--- config.mk ---
export PLATFORM = sky130hd
export DESIGN_NAME = sensor_alarm_ctrl
export DESIGN_NICKNAME = d
export VERILOG_FILES = /design/src/rtl/sensor_alarm_ctrl.sv
export SDC_FILE = /design/constraint.sdc
export NUM_CORES = 1
export LEC_CHECK = 0
export ABC_AREA = 1
export CAP_MARGIN = 20
export CELL_PAD_IN_SITES_DETAIL_PLACEMENT = 1
export CELL_PAD_IN_SITES_GLOBAL_PLACEMENT = 2
export CORE_MARGIN = 3
export CORE_UTILIZATION = 32
export DETAILED_ROUTE_END_ITERATION = 10
export GPL_TIMING_DRIVEN = 0
export PLACE_DENSITY = 0.88
export SLEW_MARGIN = 10
export SYNTH_ARGS = -nofsm -noshare
export SYNTH_HDL_FRONTEND = slang
export SYNTH_SLANG_ARGS = --single-unit
--- constraint.sdc ---
create_clock -name clk -period 1.6 [get_ports clk]
set_input_delay 0.24 -clock clk [delete_from_list [all_inputs] [get_ports clk]]
set_output_delay 0.24 -clock clk [all_outputs]
set_load 0.03 [all_outputs]
--- src/rtl/sensor_alarm_ctrl.sv ---
// Multi-channel sensor alarm controller: fixed-priority debounce, one-hot buzzer
// drive in timed or latched mode, post-alarm cooldown and a saturating event counter.
module sensor_alarm_ctrl #(
  parameter int unsigned NUM_CH    = 4,
  parameter int unsigned DEBOUNCE  = 8,
  parameter int unsigned ALARM_LEN = 32,
  parameter int unsigned COOLDOWN  = 4
) (
  input  logic                      clk,
  input  logic                      rst_n,
  input  logic                      ena,
  input  logic [NUM_CH-1:0]         sensor,
  input  logic                      mode_latch,
  input  logic                      ack,
  input  logic                      clr_cnt,
  output logic [NUM_CH-1:0]         buzzer,
  output logic [$clog2(NUM_CH)-1:0] active_ch,
  output logic                      alarm_active,
  output logic [7:0]                event_cnt
);

  localparam int unsigned ChW = $clog2(NUM_CH);

  typedef enum logic [1:0] {StIdle, StQualify, StAlarm, StCooldown} state_e;

  state_e             state_q, state_d;
  logic [7:0]         qcnt_q, qcnt_d;
  logic [15:0]        acnt_q, acnt_d;
  logic [7:0]         ccnt_q, ccnt_d;
  logic [ChW-1:0]     active_ch_q, active_ch_d;
  logic               mode_q, mode_d;
  logic [NUM_CH-1:0]  buzzer_q, buzzer_d;
  logic               alarm_active_q, alarm_active_d;
  logic [7:0]         event_cnt_q, event_cnt_d;

  logic               win_valid;
  logic [ChW-1:0]     win_idx;
  logic               alarm_enter, alarm_exit;

  // Scan from the top so the lowest asserted index is the one left standing.
  always_comb begin
    win_valid = 1'b0;
    win_idx   = '0;
    for (int i = int'(NUM_CH) - 1; i >= 0; i--) begin
      if (sensor[i]) begin
        win_valid = 1'b1;
        win_idx   = ChW'(i);
      end
    end
  end

  always_ff @(posedge clk or negedge rst_n) begin
    if (!rst_n) begin
      state_q        <= StIdle;
      qcnt_q         <= '0;
      acnt_q         <= '0;
      ccnt_q         <= '0;
      active_ch_q    <= '0;
      mode_q         <= 1'b0;
      buzzer_q       <= '0;
      alarm_active_q <= 1'b0;
      event_cnt_q    <= '0;
    end else if (ena) begin
      state_q        <= state_d;
      qcnt_q         <= qcnt_d;
      acnt_q         <= acnt_d;
      ccnt_q         <= ccnt_d;
      active_ch_q    <= active_ch_d;
      mode_q         <= mode_d;
      buzzer_q       <= buzzer_d;
      alarm_active_q <= alarm_active_d;
      event_cnt_q    <= event_cnt_d;
    end
  end

  always_comb begin
    state_d     = state_q;
    qcnt_d      = qcnt_q;
    acnt_d      = acnt_q;
    ccnt_d      = ccnt_q;
    active_ch_d = active_ch_q;
    mode_d      = mode_q;
    case (state_q)
      StIdle: begin
        if (win_valid) begin
          active_ch_d = win_idx;
          qcnt_d      = 8'd1;
          state_d     = StQualify;
        end
      end
      StQualify: begin
        if (!win_valid) begin
          qcnt_d  = '0;
          state_d = StIdle;
        end else if (win_idx != active_ch_q) begin
          active_ch_d = win_idx;
          qcnt_d      = 8'd1;
        end else if (qcnt_q == 8'(DEBOUNCE - 1)) begin
          acnt_d  = '0;
          mode_d  = mode_latch;
          state_d = StAlarm;
        end else begin
          qcnt_d = qcnt_q + 8'd1;
        end
      end
      StAlarm: begin
        if (acnt_q != '1) acnt_d = acnt_q + 16'd1;
        if (ack || (!mode_q && acnt_q == 16'(ALARM_LEN - 1))) begin
          ccnt_d  = '0;
          state_d = StCooldown;
        end
      end
      StCooldown: begin
        if (ccnt_q == 8'(COOLDOWN - 1)) state_d = StIdle;
        else                            ccnt_d  = ccnt_q + 8'd1;
      end
      default: state_d = StIdle;
    endcase
  end

  assign alarm_enter = (state_q == StQualify) && (state_d == StAlarm);
  assign alarm_exit  = (state_q == StAlarm) && (state_d == StCooldown);

  always_comb begin
    buzzer_d       = buzzer_q;
    alarm_active_d = alarm_active_q;
    event_cnt_d    = event_cnt_q;
    if (alarm_enter) begin
      for (int i = 0; i < int'(NUM_CH); i++) buzzer_d[i] = (active_ch_q == ChW'(i));
      alarm_active_d = 1'b1;
    end else if (alarm_exit) begin
      buzzer_d       = '0;
      alarm_active_d = 1'b0;
    end
    if (clr_cnt)                                event_cnt_d = '0;
    else if (alarm_enter && event_cnt_q != '1)  event_cnt_d = event_cnt_q + 8'd1;
  end

  assign buzzer       = buzzer_q;
  assign active_ch    = active_ch_q;
  assign alarm_active = alarm_active_q;
  assign event_cnt    = event_cnt_q;

endmodule

# [After elaboration in Yosys (flattened, before gate mapping)]
# Index checks and enable logic that the tools add are counted.
[totals] ff_bits=50 output_inout_bits=15
[op_classes] add_sub_neg=4 n_eq_ne=23 muxes=38 n_bitwise=1 reduce_logical=20
[ops] op="16-bit two-way mux" n=4
[ops] op="8-bit two-way mux" n=8
[ops] op="16-bit one-hot mux with 2 select lines" n=1
[ops] op="8-bit one-hot mux with 2 select lines" n=2
[ops] op="2-bit two-way mux" n=13
[ops] op="8-bit by 1-bit adder with 8-bit output (second input constant)" n=3
[ops] op="16-bit by 1-bit adder with 16-bit output (second input constant)" n=1
[ops] op="16-bit by 5-bit == test with 1-bit output (second input constant)" n=1
[ops] op="16-bit inequality test (second input constant)" n=1
[ops] op="2-bit inequality test (second input constant)" n=8
[ops] op="2-bit == test (second input constant)" n=6
[ops] op="5-bit AND reduction" n=2
[ops] op="2-bit nonzero test" n=5
[ops] op="8-bit by 2-bit == test with 1-bit output (second input constant)" n=1
[ops] op="8-bit by 3-bit == test with 1-bit output (second input constant)" n=1
[ops] op="4-bit two-way mux" n=2
[ops] op="8-bit inequality test (second input constant)" n=1
[ops] op="2-bit one-hot mux with 4 select lines" n=1
[ops] op="4-bit AND reduction" n=2
[ops] op="1-bit two-way mux" n=6
[ops] op="6-bit AND reduction" n=1
[ops] op="2-bit by 1-bit == test with 1-bit output (second input constant)" n=2
[ops] op="1-bit logical AND" n=4
[ops] op="2-bit logical NOT" n=2
[ops] op="other kinds (7)" n=8

# [Depth between registers and ports, before layout]
# Gate-level depths: netlist of the first run.
[logic_depth] depth_word=13 depth_mapped=13 mapped_depth_nobuf=12

# [Worst setup path before layout of the first run]
# OpenSTA, ideal clock, no wires.
[synth_path] path_kind="reg2reg" startpoint="register acnt_q[0]" endpoint="register ccnt_q[5]" setup_ns=0.117 t_arrival_ns=1.542 slack_ns=-0.059 stages_incl_launch_ff=14 path_buffers=1 synth_period_minus_slack_ns=1.659 path_cell_list="dfrtp_1 > ha_1 > inv_1 > nor2_4 > nand2_2 > nor2_2 > nand2_1 > nand2_2 > nand2_2 > o21ai_2 > nand2_4 > buf_6 > nand2_2 > o21ai_2"
[synth_via] elab_chain_cells=5
[synth_lines] item="start: declaration" line="28" text="logic [15:0] acnt_q, acnt_d;"
[synth_lines] item="start signal: assignment" line="66" text="acnt_q <= acnt_d;"
[synth_lines] item="16-bit by 5-bit == test with 1-bit output" line="108" text="if (ack || (!mode_q && acnt_q == 16'(ALARM_LEN - 1))) begin"
[synth_lines] item="1-bit logical AND" line="108"
[synth_lines] item="1-bit logical OR" line="108"
[synth_lines] item="2-bit inequality test (no line)"
[synth_lines] item="4-bit AND reduction (no line)"
[synth_lines] item="end signal: assignment" line="67" text="ccnt_q <= ccnt_d;"
[synth_lines] item="end: declaration" line="29" text="logic [7:0] ccnt_q, ccnt_d;"
# Every way passes these cells.
# A chain may end at the register's enable or synchronous reset.

# [Worst setup path after layout of the first run]
[layout_path] startpoint="register acnt_q[9]" endpoint="register ccnt_q[1]"
# The elaborated chain is that of the path after synthesis.

==> impl_metrics.csv, run 1 <==
group,metric,value,unit
pwr,peakVddDrop,0.5814,mV
die,ios,25,
worst_setup_path,critPathMaxFanout,6,
placement,dp_hpwl,6180,µm
finish,multi_input_area,2183,µm²
sta,slew-limit-headroom,57.47,%
synth,synth_top_area_share,36.90,%
clocking,tritoncts,"built",
grt,grt.met1_usage,22.39,%
grt,grt_first_pass_wirelength,16220,µm
clocking,clock_path_buffers,2,
sta,clock_skew,0.007003,ns
finish,layout-drive-gt1-share,41.29,%
worst_setup_path,cpMaxStageDelayCell,"dfrtp_1",
placement,place.gp.congestion,0.8222,
sta,fin_ws,-0.1212,ns
synth,yosysWarnings,0,
pwr,powerDensity,1112,nW/µm²
drt,ant_nets,0,
drt,routed_via_density,5.036,
worst_setup_path,cp_cell_sequence,"inv_1 -> nand3_1 -> nor2_1 -> nand2_1 -> nand2_2 -> nand2_2 -> o21ai_2 -> nand2_4 -> buf_6 -> nand2_2 -> o21ai_2",
die,start_util,33.76,%
sta,min_period,1.721,ns
worst_setup_path,critical_path_class,"reg -> reg",
sta,period_share,107.6,%
grt,antenna_found_initial,0,
worst_setup_path,crit_top_cell,"nand2_2",
worst_setup_path,cp_num_buf_inv,2,
finish,num-nets-final,541,
clocking,h-tree-depth,2,
die,die_x,108.9,µm
synth,ys_types,30,
grt,grt_use_total,16.95,%
clocking,ctsRootBufferMaster,"clkbuf_8",
synth,synth-async-reset-ratio,100.0,%
clocking,cts_buffers,5,
grt,grt-ovfl-total,0,
worst_setup_path,crit_required,1.81,ns
drt,drt_iter0_markers,88,
sta,tightest_slew,0.6380,ns
grt,grt_start_max_net_pins,27,
synth,synthTopCellsByCount,"108 x nand2_1, 51 x nand3_1, 50 x dfrtp_1",
finish,fin_util,47.68,%
grt,busiest_layer,"met2",
pwr,p_leak,2.226,nW
drt,vias,3329,
die,core_area,10040,µm²
clocking,clk_latency,0.31,ns
finish,synthToLayoutAreaGrowth,41.25,%
synth,synth_top_area_cell,"dfrtp_1",
worst_setup_path,cp-start-kind,"flop",
synth,synth_seq_cells,50,
grt,met3_usage,2.368,%
drt,route.detailed.drc,0,
die,rows,36,
finish,insertedDiodeCount,0,
clocking,path_clk_slew,0.09,ns
finish,seqCellArea,1259,µm²
sta,finalSetupViolations,35,
synth,synth_flop_cell,"dfrtp_1",
worst_setup_path,end_kind,"flop",
synth,synth_area_leaders,"dfrtp_1 37%, nand2_1 12%, nand3_1 7.5%",
die,die-area,11870,µm²
sta,finalSetupTns,-2.177,ns
outcome,status,"complete, but fails checks",
drt,wl_per_cell,15.17,µm
synth,synth_most_common_cell,"nand2_1",
job,cap_viol_max_count,0,
synth,netlist_instances,436,
die,die_h,108.9,µm
synth,synth-seq-area-share,36.90,%
synth,netlist_area,3391,µm²
synth,synth_edf_count,0,
sta,drv_slew,0,
grt,grt_use_met2,29.39,%
sta,hold_viol_final,0,
synth,syn_nets,450,
drt,totalWireLength,10030,µm
drt,firstDrtPassIters,4,
sta,rsz0062_at_grt,"true",
worst_setup_path,crit_family,"simple AND/OR/NAND/NOR gates",
synth,syn-mean-instance-area,7.777,µm²
worst_setup_path,arrival,1.93,ns
placement,port_buffers,23,
worst_hold_path,min_path_type,"in -> reg",
worst_setup_path,max_stage_delay,0.43,ns
outcome,violations,"negative setup slack",
sta,fmax,581.0,MHz
clocking,cts_sinks,50,
finish,n_fill_cell,1196,
grt,grt_pass1_vias,3386,
==> per-layer routing <==
layer  vias to the layer above  wire length, µm
met5                         -                0
met4                         0              125
met3                        12              260
met2                        44             5099
met1                      1663             4545
li1                       1610                -
==> layout make-up <==
class	count	share of cell area (%)
Sequential cell	50	26.28
Buffer	9	2.038
Tap cell	133	3.474
Multi-Input combinational cell	335	45.59
Inverter	42	3.553
Timing Repair Buffer	84	17.40
Clock buffer	8	1.672
==> state kept, by name, summed over array words and instances (netlist names), 2 cells and up <==
register	count
acnt_q	16
buzzer	4
ccnt_q	8
event_cnt	8
qcnt_q	8
state_q	2
active_ch	2
==> stage by stage <==
step	setup WS [ns]	power (mW)	cells	hold slack, ns	cell area, µm²
floorplan	0.0008616	3.066	436	-0.05559	3401
global placement	-1.603	3.520	592	0.4560	3797
detailed placement	-0.5006	3.579	593	0.3132	3812
CTS	-0.1045	4.914	646	0.4375	4446
global route	-0.2453	5.696	661	0.4213	4790
finish	-0.1212	5.326	661	0.3740	4790
==> worst paths after layout <==
kind,end,cells past startpoint,start,slack (ns)
hold reg to reg,alarm_active,2,alarm_active,0.49
setup / recovery,ccnt_q[1],11,acnt_q[9],-0.12
min in group asynchronous,active_ch[1],2,rst_n,0.49
hold / removal,active_ch[0],5,sensor[3],0.37
setup reg to reg,ccnt_q[1],11,acnt_q[9],-0.12
max in group asynchronous,acnt_q[11],3,rst_n,0.53
==> worst min-delay path, cell delays in order <==
cell	delay (ns)
dlymetal6s2s_1	0.13
nand2_1	0.07
nand2_2	0.07
nand2_2	0.07
o21ai_0	0.08
==> layout by cell type, fill, tap and decap left out, types with 3 or more instances in the layout <==
cell,synthesis,final
inv_4,0,5
o21ai_2,25,26
dlymetal6s2s_1,0,4
inv_2,9,6
nand3_1,51,43
nand3_4,2,4
nor2_1,33,26
nand2_2,22,36
buf_12,0,6
o21ai_0,11,6
buf_4,2,40
nand3_2,1,8
xor2_1,12,12
nand4_1,19,19
nor3_4,3,3
dlygate4sd2_1,0,15
nor2_4,5,8
dfrtp_2,0,6
or2_2,10,10
nand2_4,3,14
nand2_1,108,83
clkbuf_1,3,5
buf_6,5,15
ha_4,0,3
dfrtp_1,50,44
nor3_1,7,6
clkbuf_8,0,5
nor2_2,4,8
o21ai_1,4,7
inv_1,33,31
xnor2_1,5,5
==> logic make-up (layout without fill, tap and decap cells) <==
family	Yosys count	in the layout	share of synthesized area (%)
xor+xnor	17	17	4.391
fa+ha+maj	4	4	1.476
buf+inv	52	143	7.085
compound gates	40	40	8.672
flops	50	50	36.90
simple gates	273	274	41.48
==> where the power goes <==
| part | internal (mW) | switching, mW |
|---|---|---|
| sequential | 1.46 | 0.268 |
| clock | 0.313 | 0.438 |
| combinational | 1.28 | 1.56 |
| total | 3.06 | 2.27 |
==> what timing repair did <==
item / CTS / global route
hold endpoints to repair: 25 / 0
setup buffers: 41 / 15
pin swaps: 13 / 27
cloned: 3 / 2
resized for setup: 65 / 66
hold buffers: 1 / 0
endpoints found under the setup margin: 60 / 51
Power figures use the tool's default switching activity.
==> run 2: changes to the inputs <==
--- a/config.mk
+++ b/config.mk
@@ -10,10 +10,11 @@
 export CELL_PAD_IN_SITES_DETAIL_PLACEMENT = 1
 export CELL_PAD_IN_SITES_GLOBAL_PLACEMENT = 2
 export CORE_MARGIN = 3
-export CORE_UTILIZATION = 32
+export CORE_UTILIZATION = 35
 export DETAILED_ROUTE_END_ITERATION = 10
 export GPL_TIMING_DRIVEN = 0
-export PLACE_DENSITY = 0.88
+export MAX_ROUTING_LAYER = met4
+export PLACE_DENSITY = 0.91
 export SLEW_MARGIN = 10
 export SYNTH_ARGS = -nofsm -noshare
 export SYNTH_HDL_FRONTEND = slang
==> constraint.sdc (replaced) <==
create_clock -name clk -period 2.2 [get_ports clk]
set_input_delay 0.44 -clock clk [delete_from_list [all_inputs] [get_ports clk]]
set_output_delay 0.44 -clock clk [all_outputs]
set_load 0.03 [all_outputs]
==> run 2 against run 1 <==
- design area down 19%
- clock-buffer cell count down 2
- clock power down 23%
- wire length down 18%
- the flow now finishes without violations
==> impl_metrics.csv, run 2 (synthesis results as in run 1) <==
group,metric,value,unit
outcome,status,"finished, final reports clean",
finish,insertedDiodeCount,0,
worst_setup_path,critPathMaxFanout,6,
finish,most-common-layout-cells,"108 x nand2_1, 51 x nand3_1, 50 x dfrtp_1",
clocking,clock_path_buffers,2,
worst_setup_path,critical_path_class,"reg -> out",
finish,layout-drive-gt1-share,22.65,%
sta,slew-limit-headroom,64.95,%
clocking,cts_sinks,50,
worst_setup_path,end_kind,"primary output",
worst_setup_path,cp-start-kind,"flop",
pwr,p_leak,1.688,nW
grt,grt_use_met2,28.32,%
pwr,swShare,43.04,%
pwr,powerDensity,805.5,nW/µm²
pwr,peakVddDrop,0.3312,mV
worst_hold_path,min_path_type,"in -> async",
grt,antenna_found_initial,0,
sta,fin_ws,0.2626,ns
worst_setup_path,arrival,1.50,ns
worst_setup_path,cp_cell_sequence,"clkdlybuf4s50_1",
sta,drv_slew,0,
drt,routed_via_density,4.982,
die,core_area,9328,µm²
finish,num-nets-final,481,
placement,dp_hpwl,6278,µm
pwr,power.total,3.137,mW
sta,hold_viol_final,0,
drt,route.detailed.drc,0,
clocking,clk_latency,0.31,ns
worst_setup_path,cpMaxStageDelayCell,"clkdlybuf4s50_1",
grt,met3_usage,2.545,%
pwr,intPower,1.787,mW
grt,busiest_layer,"met2",
finish,top_register,"acnt_q",
die,ios,25,
die,rows,35,
sta,rsz0062_at_grt,"false",
worst_setup_path,crit_family,"buffers and inverters",
clocking,path_clk_slew,0.10,ns
drt,vias,2974,
drt,totalWireLength,8193,µm
pwr,clkPwrFrac,18.5,%
finish,largest_reg_flops,16,
sta,fmax,516.2,MHz
finish,final_common_cell,"nand2_1",
drt,drt_iter0_markers,51,
die,die_x,104.4,µm
worst_setup_path,cp_num_buf_inv,1,
grt,grt_start_max_net_pins,35,
grt,grt_use_total,16.55,%
clocking,h-tree-depth,2,
placement,port_buffers,23,
drt,firstDrtPassIters,4,
grt,grt.met1_usage,20.90,%
sta,timing.hold.ws,0.06113,ns
pwr,switching_power,1.350,mW
finish,synthToLayoutAreaGrowth,14.87,%
placement,place.gp.congestion,0.7972,
grt,grt-ovfl-total,0,
worst_setup_path,crit_required,1.76,ns
sta,min_period,1.937,ns
placement,place_ws,-0.09551,ns
clocking,tritoncts,"built",
job,cap_viol_max_count,0,
die,start_util,36.35,%
die,die-area,10900,µm²
drt,wl_per_cell,13.72,µm
sta,clock_skew,0.009268,ns
clocking,post_cts_buffers,0,
clocking,cts_buffers,5,
sta,period_share,88.06,%
grt,grt_pass1_vias,3197,
worst_setup_path,max_stage_delay,0.72,ns
sta,tightest_slew,0.5257,ns
pwr,combPwrFrac,42.1,%
die,die_h,104.4,µm
drt,ant_nets,0,
grt,grt_first_pass_wirelength,14850,µm
sta,finalSetupViolations,0,
clocking,ctsRootBufferMaster,"clkbuf_8",
pwr,power_frac_seq,39.4,%
## run 2: cell count changes in the layout (fill, tap and decap cells not counted), sizes merged
cell | before | now
dlygate4sd3 | 1 | 0
nand3 | 55 | 54
dlymetal6s2s | 4 | 0
clkbuf | 14 | 9
clkinv | 0 | 1
clkdlybuf4s50 | 2 | 22
buf | 65 | 9
clkinvlp | 0 | 1
dlygate4sd2 | 15 | 0
## run 2: through the flow
stage	cell area, µm²	TNS (ns)	instances	util, %
after global routing	3895	0	597	41.76
after floorplan	3391	0	436	-
after CTS	3892	0	597	41.73
final	3895	0	597	41.76
after detailed placement	3797	-1.381	589	40.71
after global placement	3782	-50.48	588	40.55
## run 2: final timing paths
kind | start | endpoint | depth (start not counted) | slack, ns
setup reg to reg | acnt_q[0] | ccnt_q[6] | 13 | 0.28
hold reg to reg | alarm_active | alarm_active | 2 | 0.48
setup / recovery | event_cnt[4] | event_cnt[4] | 1 | 0.26
min in group clk | alarm_active | alarm_active | 2 | 0.48
hold / removal | rst_n | qcnt_q[4] | 1 | 0.06
max in group asynchronous | rst_n | ccnt_q[2] | 2 | 1.60
## run 2: area by class of cell
type / instances / area (µm²)
Clock inverter: 2 / 12.51
Timing Repair Buffer: 24 / 245.2
Fill cell: 1169 / 5433
Buffer: 10 / 82.58
Tap cell: 129 / 161.4
Clock buffer: 6 / 82.58
Multi-Input combinational cell: 334 / 1902
Inverter: 42 / 157.7
Sequential cell: 50 / 1251
## run 2: timing repair
action	CTS	global route
hold buffers	0	0
gates resized for setup	0	1
endpoints found under the setup margin	0	1
hold endpoints to repair	0	0
## run 2: power by group through the flow
stage | clock (mW) | sequential, mW | combinational, mW
floorplan | 0 | 1.27 | 0.944
global placement | 0 | 1.25 | 1.30
detailed placement | 0 | 1.26 | 1.34
CTS | 0.610 | 1.24 | 1.35
global route | 0.646 | 1.27 | 1.47
finish | 0.581 | 1.24 | 1.32
## run 2: metal layers
layer  routed length (µm)  share of wire [%]
met1                 3932                 48
met2                 4019                 49
met3                  168                2.1
met4                   71               0.87
met5                    0                  0
==> run 3: changes to the inputs <==
--- a/config.mk
+++ b/config.mk
@@ -5,7 +5,7 @@
 export SDC_FILE = /design/constraint.sdc
 export NUM_CORES = 1
 export LEC_CHECK = 0
-export ABC_AREA = 1
+export ABC_AREA = 0
 export CAP_MARGIN = 20
 export CELL_PAD_IN_SITES_DETAIL_PLACEMENT = 1
 export CELL_PAD_IN_SITES_GLOBAL_PLACEMENT = 2
@@ -14,8 +14,7 @@
 export DETAILED_ROUTE_END_ITERATION = 10
 export GPL_TIMING_DRIVEN = 0
 export MAX_ROUTING_LAYER = met4
-export PLACE_DENSITY = 0.91
-export SLEW_MARGIN = 10
+export PLACE_DENSITY = 0.89
 export SYNTH_ARGS = -nofsm -noshare
 export SYNTH_HDL_FRONTEND = slang
 export SYNTH_SLANG_ARGS = --single-unit
==> constraint.sdc (replaced) <==
create_clock -name clk -period 2.2 [get_ports clk]
set_input_delay 0.44 -clock clk [delete_from_list [all_inputs] [get_ports clk]]
set_output_delay 0.44 -clock clk [all_outputs]
set_load 0.02 [all_outputs]
==> run 3 against run 2 <==
- design area is 4.1% lower
- area after synthesis is 12% lower
- first-iteration DRC count is 90% higher
==> impl_metrics.csv, run 3 <==
group,metric,value,unit
synth,synth-xor-area-share,1.476,%
die,core_area,7968,µm²
worst_setup_path,crit_family,"simple AND/OR/NAND/NOR gates",
worst_setup_path,max_stage_delay,0.56,ns
finish,insertedDiodeCount,0,
pwr,power_frac_seq,49.9,%
clocking,ctsRootBufferMaster,"clkbuf_8",
sta,hold_viol_final,0,
worst_setup_path,cp_num_buf_inv,1,
synth,syn-mean-instance-area,8.912,µm²
finish,most-common-layout-cells,"49 x dfrtp_1, 41 x nand2_1, 23 x o21ai_0",
worst_setup_path,end_kind,"flop",
placement,dp_hpwl,5855,µm
grt,grt.met1_usage,24.52,%
finish,layout-drive-gt1-share,18.78,%
finish,top_register,"acnt_q",
synth,synth_seq_cells,50,
drt,drt_iter0_markers,97,
pwr,power.total,2.138,mW
clocking,tritoncts,"built",
clocking,path_clk_slew,0.10,ns
sta,tightest_slew,0.6243,ns
pwr,p_leak,1.440,nW
pwr,peakVddDrop,0.2226,mV
sta,min_period,2.167,ns
sta,finalSetupTns,0,ns
grt,grt_use_total,18.82,%
worst_setup_path,critPathMaxFanout,4,
worst_hold_path,min_path_type,"in -> async",
grt,antenna_found_initial,0,
sta,clock_skew,0.01093,ns
synth,synth_top_area_cell,"dfrtp_1",
worst_setup_path,cp_cell_sequence,"or4_4 -> nor3_4 -> buf_4 -> nand2_1 -> nor2_4 -> mux2_2",
worst_setup_path,critical_path_class,"reg -> reg",
worst_setup_path,cpMaxStageDelayCell,"or4_4",
grt,grt-ovfl-total,0,
die,rows,32,
worst_setup_path,crit_required,2.40,ns
synth,ys_types,57,
synth,yosys.area_share.simple,28.88,%
drt,route.detailed.drc,0,
pwr,clkPwrFrac,31.6,%
die,die_h,98.09,µm
grt,met3_usage,3.071,%
sta,period_share,98.52,%
synth,synth_most_common_cell,"dfrtp_1",
sta,drv_slew,0,
job,cap_viol_max_count,0,
drt,firstDrtPassIters,4,
die,die_x,98.09,µm
die,ios,25,
drt,totalWireLength,8501,µm
grt,grt_first_pass_wirelength,14530,µm
grt,busiest_layer,"met2",
clocking,cts_buffers,5,
finish,num-nets-final,391,
clocking,clock_path_buffers,2,
finish,largest_reg_flops,16,
synth,synth_top_area_share,42.16,%
sta,rsz0062_at_grt,"true",
synth,synth_edf_count,0,
drt,ant_nets,0,
clocking,cts_hold_buf,0,
pwr,combPwrFrac,18.5,%
outcome,status,"finished, final reports clean",
pwr,powerDensity,572.6,nW/µm²
synth,synthMuxAreaShare,3.120,%
synth,synth_compound_area_share,19.01,%
synth,netlist_instances,333,
clocking,h-tree-depth,2,
synth,synthAdderAreaFrac,1.686,%
pwr,swShare,30.03,%
drt,vias,2792,
clocking,cts_sinks,50,
grt,grt_start_max_net_pins,28,
synth,synth_area_leaders,"dfrtp_1 42%, nand2_1 5.2%, o21ai_0 3.9%",
pwr,switching_power,0.6421,mW
drt,routed_via_density,5.817,
worst_setup_path,cp-start-kind,"flop",
placement,place_ws,-0.7783,ns
synth,synth_flop_cell,"dfrtp_1",
grt,grt_use_met2,30.31,%
synth,synth-seq-area-share,42.16,%
pwr,intPower,1.496,mW
synth,synth_top_family_by_area,"simple AND/OR/NAND/NOR gates",
synth,synth-async-reset-ratio,100.0,%
synth,syn_nets,347,
placement,place.gp.congestion,0.8462,
synth,synthTopCellsByCount,"50 x dfrtp_1, 41 x nand2_1, 23 x o21ai_0",
finish,final_common_cell,"dfrtp_1",
finish,synthToLayoutAreaGrowth,25.84,%
sta,slew-limit-headroom,58.06,%
die,start_util,37.25,%
worst_setup_path,arrival,2.37,ns
placement,port_buffers,24,
synth,yosysWarnings,0,
grt,grt_pass1_vias,2922,
synth,netlist_area,2968,µm²
die,die-area,9621,µm²
drt,wl_per_cell,17.71,µm
sta,finalSetupViolations,0,
sta,fmax,461.4,MHz
clocking,clk_latency,0.32,ns
sta,fin_ws,0.03266,ns
-- run 3: what timing repair did --
| action | 4_1_cts | 5_1_grt |
|---|---|---|
| resized for setup | 22 | 28 |
| pin swaps | 5 | 5 |
| buffers inserted | 10 | 4 |
| endpoints found under the setup margin | 50 | 40 |
| gates cloned | 0 | 1 |
-- run 3: routing by layer --
layer / share of wire [%] / vias to the layer above / wire (µm)
li1: - / 1336 / -
met1: 47 / 1409 / 4014
met2: 49 / 32 / 4147
met3: 2.1 / 15 / 176
met4: 1.9 / 0 / 163
met5: 0 / - / 0
-- run 3: worst paths after layout --
kind	start	to	slack (ns)	cells past startpoint
worst max register to register	qcnt_q[4]	mode_q	0.03	6
worst min register to register	alarm_active	alarm_active	0.54	2
min in group clk	alarm_active	alarm_active	0.54	2
worst max-delay path	qcnt_q[4]	mode_q	0.03	6
worst min-delay path	rst_n	event_cnt[5]	0.12	1
max in group asynchronous	rst_n	state_q[0]	1.52	2
-- run 3: logic make-up (layout without fill, tap and decap cells) --
kind of cell,count (synthesis),count (layout)
AO/OA/AOI/OAI,83,83
XOR/XNOR,5,5
adder cells (fa/ha/maj),4,4
buffers and inverters,25,70
flip-flops,50,50
multiplexers,9,9
AND/OR/NAND/NOR,157,157
-- run 3: worst register-to-register path, stage by stage (launching register included) --
cell and delay, ns:
dfrtp_1 0.41, or4_4 0.56, nor3_4 0.27, buf_4 0.18
nand2_1 0.10, nor2_4 0.20, mux2_2 0.35
-- run 3: through the flow --
stage | hold slack [ns] | instances | utilization (%) | area (µm²)
final | 0.1247 | 480 | 46.88 | 3735
after global routing | 0.1517 | 480 | 46.88 | 3735
after CTS | 0.1344 | 477 | 45.18 | 3600
after detailed placement | 0.4955 | 460 | 42.05 | 3351
after global placement | 0.4960 | 459 | 41.87 | 3336
after floorplan | 0.1444 | 333 | - | 2968
-- run 3: final cells by class --
class                           instances  area (µm²)
Sequential cell                        50        1252
Tap cell                              102       127.6
Clock buffer                            6       72.57
Clock inverter                          2       37.54
Inverter                                7       26.28
Buffer                                 15       101.3
Multi-Input combinational cell        258        1753
Timing Repair Buffer                   40       364.1
Fill cell                             932        4233
-- run 3: power groups by stage --
stage,registers [mW],clock network [mW],logic [mW]
6_report,1.07,0.675,0.395
5_1_grt,1.08,0.731,0.441
3_5_place_dp,1.07,0,0.340
2_1_floorplan,1.06,0,0.204
3_3_place_gp,1.07,0,0.326
4_1_cts,1.05,0.697,0.366
